File: src/rtl/rof_pkg.sv
// Shared definitions for the rank-order filter datapath (ranker and selector).
package rof_pkg;

  localparam int unsigned RofN        = 3;
  localparam int unsigned RofDataBits = 8;
  localparam int unsigned RofRankBits = 2;

  // Ceiling log2, never below 1 so it can size a register directly.
  function automatic int unsigned clog2(input int unsigned v);
    int unsigned res;
    int unsigned x;
    res = 0;
    x   = 1;
    while (x < v) begin
      x   = x << 1;
      res = res + 1;
    end
    return (res == 0) ? 1 : res;
  endfunction

  // Low bit of packed field idx in a vector of width-bit fields.
  function automatic int unsigned field_lo(input int unsigned idx, input int unsigned width);
    return idx * width;
  endfunction

endpackage

File: src/rtl/rank_counter.sv
// One rank row: counts window entries that order strictly before entry 'row'.
module rank_counter
  import rof_pkg::*;
#(
  parameter int unsigned N         = RofN,
  parameter int unsigned data_bits = RofDataBits,
  parameter int unsigned rank_bits = RofRankBits,
  parameter int unsigned row       = 0
) (
  input  logic [data_bits*N-1:0] win,
  output logic [rank_bits-1:0]   rank
);

  logic [data_bits-1:0] mine;

  assign mine = win[field_lo(row, data_bits) +: data_bits];

  // Popcount of lt[row][*]; equal values order the newer (lower index) entry first.
  always_comb begin
    rank = '0;
    for (int unsigned j = 0; j < N; j++) begin
      if (j != row) begin
        if ((win[field_lo(j, data_bits) +: data_bits] < mine) ||
            ((win[field_lo(j, data_bits) +: data_bits] == mine) && (j < row))) begin
          rank = rank + rank_bits'(1);
        end
      end
    end
  end

endmodule

File: src/rtl/rank_window_ranker.sv
// Sliding window of the last N samples with a unique rank per entry.
// Three-step pipeline (window, stage A, stage B) that stalls as a whole.
module rank_window_ranker
  import rof_pkg::*;
#(
  parameter int unsigned N         = RofN,
  parameter int unsigned data_bits = RofDataBits,
  parameter int unsigned rank_bits = RofRankBits
) (
  input  logic                   clk,
  input  logic                   rst_n,
  input  logic                   flush,
  input  logic                   in_valid,
  output logic                   in_ready,
  input  logic [data_bits-1:0]   in_data,
  output logic                   out_valid,
  input  logic                   out_ready,
  output logic [data_bits*N-1:0] s,
  output logic [rank_bits*N-1:0] r
);

  localparam int unsigned CntW = clog2(N + 1);

  logic [data_bits*N-1:0] win_q;
  logic [CntW-1:0]        fill_cnt_q;
  logic                   w_new_q;
  logic                   a_vld_q;
  logic [data_bits*N-1:0] a_win_q;
  logic [rank_bits*N-1:0] rank_c;
  logic                   advance;
  logic                   accept;

  // Whole pipeline moves together; a flush swallows the offered sample.
  always_comb begin
    advance  = !out_valid || out_ready;
    in_ready = rst_n && advance;
    accept   = in_valid && advance && !flush;
  end

  // Window shift register, field 0 newest.
  always_ff @(posedge clk or negedge rst_n) begin
    if (!rst_n) begin
      win_q <= '0;
    end else if (accept) begin
      win_q <= {win_q[data_bits*(N-1)-1:0], in_data};
    end
  end

  // Fill tracking; w_new marks a freshly completed window.
  always_ff @(posedge clk or negedge rst_n) begin
    if (!rst_n) begin
      fill_cnt_q <= '0;
      w_new_q    <= 1'b0;
    end else if (flush) begin
      fill_cnt_q <= '0;
      w_new_q    <= 1'b0;
    end else if (advance) begin
      w_new_q <= accept && (fill_cnt_q >= CntW'(N - 1));
      if (accept && (fill_cnt_q != CntW'(N))) begin
        fill_cnt_q <= fill_cnt_q + CntW'(1);
      end
    end
  end

  // Stage A: snapshot the window for ranking.
  always_ff @(posedge clk or negedge rst_n) begin
    if (!rst_n) begin
      a_vld_q <= 1'b0;
      a_win_q <= '0;
    end else if (flush) begin
      a_vld_q <= 1'b0;
    end else if (advance) begin
      a_vld_q <= w_new_q;
      a_win_q <= win_q;
    end
  end

  for (genvar gi = 0; gi < N; gi++) begin : g_rank
    rank_counter #(
      .N         (N),
      .data_bits (data_bits),
      .rank_bits (rank_bits),
      .row       (gi)
    ) u_rank_counter (
      .win  (a_win_q),
      .rank (rank_c[field_lo(gi, rank_bits) +: rank_bits])
    );
  end

  // Stage B: register window and ranks for the consumer.
  always_ff @(posedge clk or negedge rst_n) begin
    if (!rst_n) begin
      out_valid <= 1'b0;
      s         <= '0;
      r         <= '0;
    end else if (flush) begin
      out_valid <= 1'b0;
    end else if (advance) begin
      out_valid <= a_vld_q;
      s         <= a_win_q;
      r         <= rank_c;
    end
  end

endmodule

File: config.mk
export PLATFORM = sky130hd
export DESIGN_NAME = rank_window_ranker
export DESIGN_NICKNAME = d
export VERILOG_FILES = /design/src/rtl/rof_pkg.sv /design/src/rtl/rank_counter.sv /design/src/rtl/rank_window_ranker.sv
export SDC_FILE = /design/constraint.sdc
export NUM_CORES = 1
export LEC_CHECK = 0
export ABC_CLOCK_PERIOD_IN_PS = 2400
export CAP_MARGIN = 15
export CORE_MARGIN = 3
export CORE_UTILIZATION = 60
export CTS_CLUSTER_DIAMETER = 150
export DETAILED_ROUTE_END_ITERATION = 12
export DONT_BUFFER_PORTS = 1
export MAX_ROUTING_LAYER = met4
export PLACE_DENSITY = 0.73
export RECOVER_POWER = 100
export SLEW_MARGIN = 40
export SYNTH_ARGS = -nofsm -noshare
export SYNTH_HDL_FRONTEND = slang
export SYNTH_SLANG_ARGS = --single-unit
File: constraint.sdc
create_clock -name clk -period 2.4 [get_ports clk]
set_clock_uncertainty 0.2 [all_clocks]
set_input_delay 0.48 -clock clk [delete_from_list [all_inputs] [get_ports clk]]
set_output_delay 0.48 -clock clk [all_outputs]
set_load 0.1 [all_outputs]
==> metrics.yaml, run 1 <==
ir_worst_vdd_mv: 0.7193
seq_area_frac_synth_pct: 54.50
numPortBuffers: 0
drt_iter0_markers: 115
setup_violations: 0
antenna_cells: 0
p_per_area_mw_per_mm2: 1340
synth_edf_count: 0
final_cells: 379
end_kind: "flop"
cts_root_buffer: "clkbuf_8"
dr.pass1.iters: 4
hold_ws_ns: -0.3844
crit_path_start_kind: "flop"
postSynthAreaPerCell_um2: 13.14
crit_type: "reg2reg"
hold_path.class: "in2async"
ys_types: 28
clock_latency_ns: 0.35
num-nets-final: 342
synth_top_area_share_pct: 54.50
fin_tns_setup_ns: 0
crit_required_ns: 2.44
syn_area_mm2: 0.003811
grt_setup_unrepaired: "no"
async_flop_share_pct: 100.0
ys_seq_elements: 83
cts-hold-fix-buffers: 1
yosys_most_used_dff: "dfrtp_1"
cts_buffers: 9
grt_pass1_vias: 2267
synth_most_common_cell: "dfrtp_1"
wl_per_cell_um: 17.85
rr_worst_depth: 7
gr-total-overflow: 0
die_w_um: 85.70
status: "finished, violations left"
violations: "hold timing"
maxSlewViolCount: 0
grt_pass1_wl_mm: 11.32
cts_tree: "done"
cts_sinks: 83
grt_usage_pct: 21.09
synth_top_cell_by_area: "dfrtp_1"
die_y_um: 85.70
regToRegStartpoint: "a_win_q[18]"
fillCellCount: 479
synth_common_cells: "dfrtp_1, mux2_2, ha_1, nand2_1, o21ai_0"
fin_crit_sh_pct: 94.83
start_util_pct: 63.25
ys_warn_count: 0
clkTransAtPathRegs_ns: 0.08
htreeDepth: 3
synth_cells: 290
max_clock_freq_ghz: 0.4394
placed_cells: 363
reg2reg_slack_ns: 0.12
clockBufferDepth: 2
worstPathArrival_ns: 2.31
fp.dieArea_mm2: 0.007344
synth_area_leaders: "dfrtp_1, mux2_2, ha_1"
syn2layout_area_growth_pct: 5.318
gp_congestion: 0.8555
dpl_cell_area_mm2: 0.003944
cp_max_fo: 4
grt_start_max_net_pins: 85
hold_violations: 83
ioPinCount: 45
power.leakage_uw: 0.001874
core_area_mm2: 0.006026
finalInstanceArea_mm2: 0.004014
vias: 2163
fin_crit_ns: 2.276
num_rows: 28
place_hpwl_mm: 4.719
drv_cap: 0
r2r_end: "r[2]"
syn_nets: 332
drive_above_1_share_pct: 22.37
antenna_left: 0
drc_errors: 0
totalPowerFinal_uw: 5377
wl_mm: 6.764
worstMarginPinSlew_ns: 0.9417
via_per_inst: 5.707
antenna_found_initial: 0
timing.max_slew.rel_slack_pct: 37.22
[sequential cells by signal, summed over array words and instances (netlist names)]
| signal | cells |
|---|---|
| win_q | 24 |
| a_win_q | 24 |
| fill_cnt_q | 2 |
| w_new_q | 1 |
| out_valid | 1 |
| a_vld_q | 1 |
| s | 24 |
| r | 6 |
[where the power goes]
part	switching, µW	total [µW]	internal [µW]	leakage (µW)
Sequential	1510	3270	1760	0.00101
Combinational	584	1140	555	0.000769
Clock	470	971	501	0.0000962
Total	2560	5380	2820	0.00187
[worst max-delay path by stage]
stage                start  endpoint  slack (ns)  cells past startpoint
2_1_floorplan    out_valid  in_ready        0.08                      3
3_3_place_gp    a_win_q[1]      r[4]        0.23                      8
3_5_place_dp   a_win_q[18]      r[2]        0.16                      7
4_1_cts        a_win_q[11]      r[2]        0.14                      8
5_1_grt         a_win_q[1]      r[0]        0.04                      8
6_report       a_win_q[18]      r[2]        0.12                      7
[through the flow]
stage | worst slack, ns | utilization [%]
after floorplan | 0.07870 | -
after CTS | 0.1428 | 68.69
after global routing | 0.04387 | 66.61
after global placement | 0.2296 | 64.80
final | 0.1240 | 66.61
after detailed placement | 0.1631 | 65.45
[logic make-up (layout without fill, tap and decap cells)]
group	count (synthesis)	in the layout	synth area share [%]
buffers and inverters	27	41	3.381
multiplexers	63	63	20.55
XOR/XNOR	1	1	0.2299
adder cells (fa/ha/maj)	29	29	9.521
flip-flops	83	83	54.50
AND/OR/NAND/NOR	47	47	6.106
AO/OA/AOI/OAI	40	40	5.713
[layer usage]
| metal | part of all wire [%] | vias to the layer above | global-route usage [%] |
|---|---|---|---|
| met1 | 49 | 1071 | 29.69 |
| met4 | 1.4 | 0 | 7.770 |
| met2 | 44 | 46 | 28.74 |
| li1 | - | 1037 | - |
| met5 | 0 | - | - |
| met3 | 5.5 | 9 | 6.724 |
[repair_timing]
action                                 in CTS  in global routing
endpoints found under the hold margin      88                 83
gates resized for setup                     0                  0
setup buffers                               0                  0
[layout make-up]
| cell class | count | area, µm² | area share [%] |
|---|---|---|---|
| Sequential cell | 83 | 2077 | 51.75 |
| Multi-Input combinational cell | 180 | 1536 | 38.28 |
| Clock buffer | 12 | 145.1 | 3.616 |
| Tap cell | 75 | 93.84 | 2.338 |
| Inverter | 17 | 63.81 | 1.590 |
| Timing Repair Buffer | 9 | 57.56 | 1.434 |
| Clock inverter | 3 | 40.04 | 0.9975 |
[placed cells by master, fill, tap and decap left out, types with 2 or more instances in the layout]
master    netlist  final
a21oi_1        12     12
clkbuf_1        2      2
clkbuf_2        0      5
clkbuf_8        0     10
clkinv_2        0      2
dfrtp_1        83     83
ha_1           29     29
inv_1          17     17
mux2_1          0     19
mux2_2         42     42
nand2_1        21     21
nand3_1         3      3
nand4_1         4      4
nor2_1         10     10
nor2b_1         4      3
o211ai_1        2      2
o21ai_0        21     21
or2_2           2      2
[critical path: stages, from the launching register on]
cell     delay (ns)
dfrtp_1        0.43
ha_1           0.33
nand3_1        0.10
or2_2          0.28
a31oi_1        0.20
nor2_1         0.08
ha_1           0.29
mux2_2         0.26
No activity file was read; power rests on OpenSTA's default activity.
==> inputs of run 2 (changes only) <==
--- a/config.mk
+++ b/config.mk
@@ -6,9 +6,10 @@
 export NUM_CORES = 1
 export LEC_CHECK = 0
 export ABC_CLOCK_PERIOD_IN_PS = 2400
-export CAP_MARGIN = 15
+export CAP_MARGIN = 30
 export CORE_MARGIN = 3
 export CORE_UTILIZATION = 60
+export CTS_BUF_LIST = sky130_fd_sc_hd__clkbuf_8
 export CTS_CLUSTER_DIAMETER = 150
 export DETAILED_ROUTE_END_ITERATION = 12
 export DONT_BUFFER_PORTS = 1
==> run 2 against run 1 <==
  * The run still ends with hold timing left
  * Critical path depth unchanged
  * Total power decreased by 0.11%
  * Global-route usage about the same
  * First-iteration DRC count is 18% lower
  * Hold slack barely moved
==> metrics.yaml, run 2 (same netlist as run 1, synthesis figures left out) <==
violations: "hold timing"
grt_pass1_vias: 2267
end_kind: "flop"
wl_mm: 6.771
clockBufferDepth: 2
setup_violations: 0
path_common_cell: "ha_1"
p_clk_share_pct: 18.0
drv_cap: 0
grt_use_met3_pct: 6.724
gr-total-overflow: 0
grt_usage_pct: 21.13
rr_worst_depth: 7
seq_area_mm2: 0.002077
cpMaxStageDelayCell: "dfrtp_1"
cts_buffers: 9
clock_latency_ns: 0.35
grt_start_max_net_pins: 85
drc_errors: 0
endpoint: "r[2]"
fin_crit_ns: 2.270
cts_root_buffer: "clkbuf_8"
p_int_uw: 2806
place_hpwl_mm: 4.719
fillCellCount: 479
wl_per_cell_um: 17.87
sequentialPowerShare_pct: 60.8
hold_path.class: "in2async"
regToRegStartpoint: "a_win_q[18]"
numPortBuffers: 0
timing.max_slew.rel_slack_pct: 37.21
power.leakage_uw: 0.001883
largestRegisters: "a_win_q: 24 flops, s: 24 flops, win_q: 24 flops"
setup.worst_path.start: "a_win_q[18]"
grt_setup_unrepaired: "no"
core_area_mm2: 0.006026
drive_above_1_share_pct: 22.37
mostFrequentLayoutCells: "dfrtp_1, mux2_2, ha_1"
grt_pass1_wl_mm: 11.34
max_clock_freq_ghz: 0.4405
vias: 2149
htreeDepth: 3
reg2reg_slack_ns: 0.13
syn2layout_area_growth_pct: 5.318
ioPinCount: 45
ir_worst_vdd_mv: 0.7192
layout_commonest_cell: "dfrtp_1"
p_sw_uw: 2564
post_cts.repair.setup_buffers: 0
clkTransAtPathRegs_ns: 0.08
grtUsageMet1_pct: 29.95
hold_violations: 83
fp.dieArea_mm2: 0.007344
start_util_pct: 63.25
fin_tns_setup_ns: 0
crit_type: "reg2reg"
via_per_inst: 5.670
cts_resized: 0
maxSlewViolCount: 0
grt_use_met2_pct: 28.60
die_w_um: 85.70
gp_congestion: 0.8555
antenna_found_initial: 0
drt_iter0_markers: 94
cts_sinks: 83
die_y_um: 85.70
num-nets-final: 342
r2r_end: "r[2]"
hold_ws_ns: -0.3845
crit_chain: "ha_1 > nand3_1 > or2_2 > a31oi_1 > nor2_1 > ha_1 > mux2_2"
cts-hold-fix-buffers: 1
crit_path_start_kind: "flop"
dr.pass1.iters: 4
fin_crit_sh_pct: 94.58
num_rows: 28
antenna_left: 0
status: "finished, violations left"
p_per_area_mw_per_mm2: 1338
multiInputGateArea_mm2: 0.001536
cts_tree: "done"
max_stage_delay_ns: 0.43
busiest_layer: "met1"
crit_required_ns: 2.44
antenna_cells: 0
cp_max_fo: 4
utilization_pct: 66.61
worstMarginPinSlew_ns: 0.9418
worstPathArrival_ns: 2.31
comb_power_share_pct: 21.2
swShare_pct: 47.75
==> run 2: changes by cell type in the layout (fill, tap and decap cells not counted) <==
cell      delta
clkbuf_1     -2
inv_1        +2
==> run 2: cell type report <==
| cell class | instances | share of cell area (%) |
|---|---|---|
| Clock buffer | 10 | 3.429 |
| Clock inverter | 5 | 1.185 |
| Inverter | 17 | 1.590 |
| Multi-Input combinational cell | 180 | 38.28 |
| Sequential cell | 83 | 51.75 |
| Tap cell | 75 | 2.338 |
| Timing Repair Buffer | 9 | 1.434 |
==> run 2: layer usage <==
layer | up-vias | wire length [µm]
met3 | 9 | 375
met4 | 0 | 95
met5 | - | 0
met2 | 46 | 2945
met1 | 1054 | 3354
li1 | 1040 | -
==> run 2: worst max-delay path: cells and delay by family (launching register included) <==
| kind | cells | cell delay [ns] |
|---|---|---|
| compound gates | 1 | 0.20 |
| fa+ha+maj | 2 | 0.61 |
| flops | 1 | 0.43 |
| mux | 1 | 0.26 |
| simple gates | 3 | 0.46 |
==> run 2: through the flow <==
step / total power [µW] / worst slack, ns / instances / instance area, µm² / hold slack, ns
finish: 5371 / 0.1301 / 379 / 4014 / -0.3845
global route: 5692 / 0.04387 / 379 / 4014 / -0.4135
CTS: 5531 / 0.1423 / 379 / 4139 / -0.3908
detailed placement: 4566 / 0.1631 / 363 / 3944 / -0.01337
global placement: 4453 / 0.2296 / 361 / 3905 / -0.01329
floorplan: 4180 / 0.07870 / 290 / 3819 / -0.01559
==> run 2: power by group through the flow <==
stage               logic (µW)  clock network (µW)  registers [µW]
finish                    1140                 966            3270
global route              1310                1060            3320
CTS                       1260                 982            3290
detailed placement        1240                   0            3320
global placement          1130                   0            3320
floorplan                  903                   0            3280
==> run 2: worst min-delay path by stage <==
stage | from | to | slack (ns) | cells past startpoint
floorplan | rst_n | a_vld_q | -0.02 | 0
global placement | rst_n | r[1] | -0.01 | 0
detailed placement | rst_n | r[1] | -0.01 | 0
CTS | rst_n | s[13] | -0.39 | 0
global route | rst_n | a_win_q[12] | -0.41 | 0
finish | rst_n | s[9] | -0.38 | 0
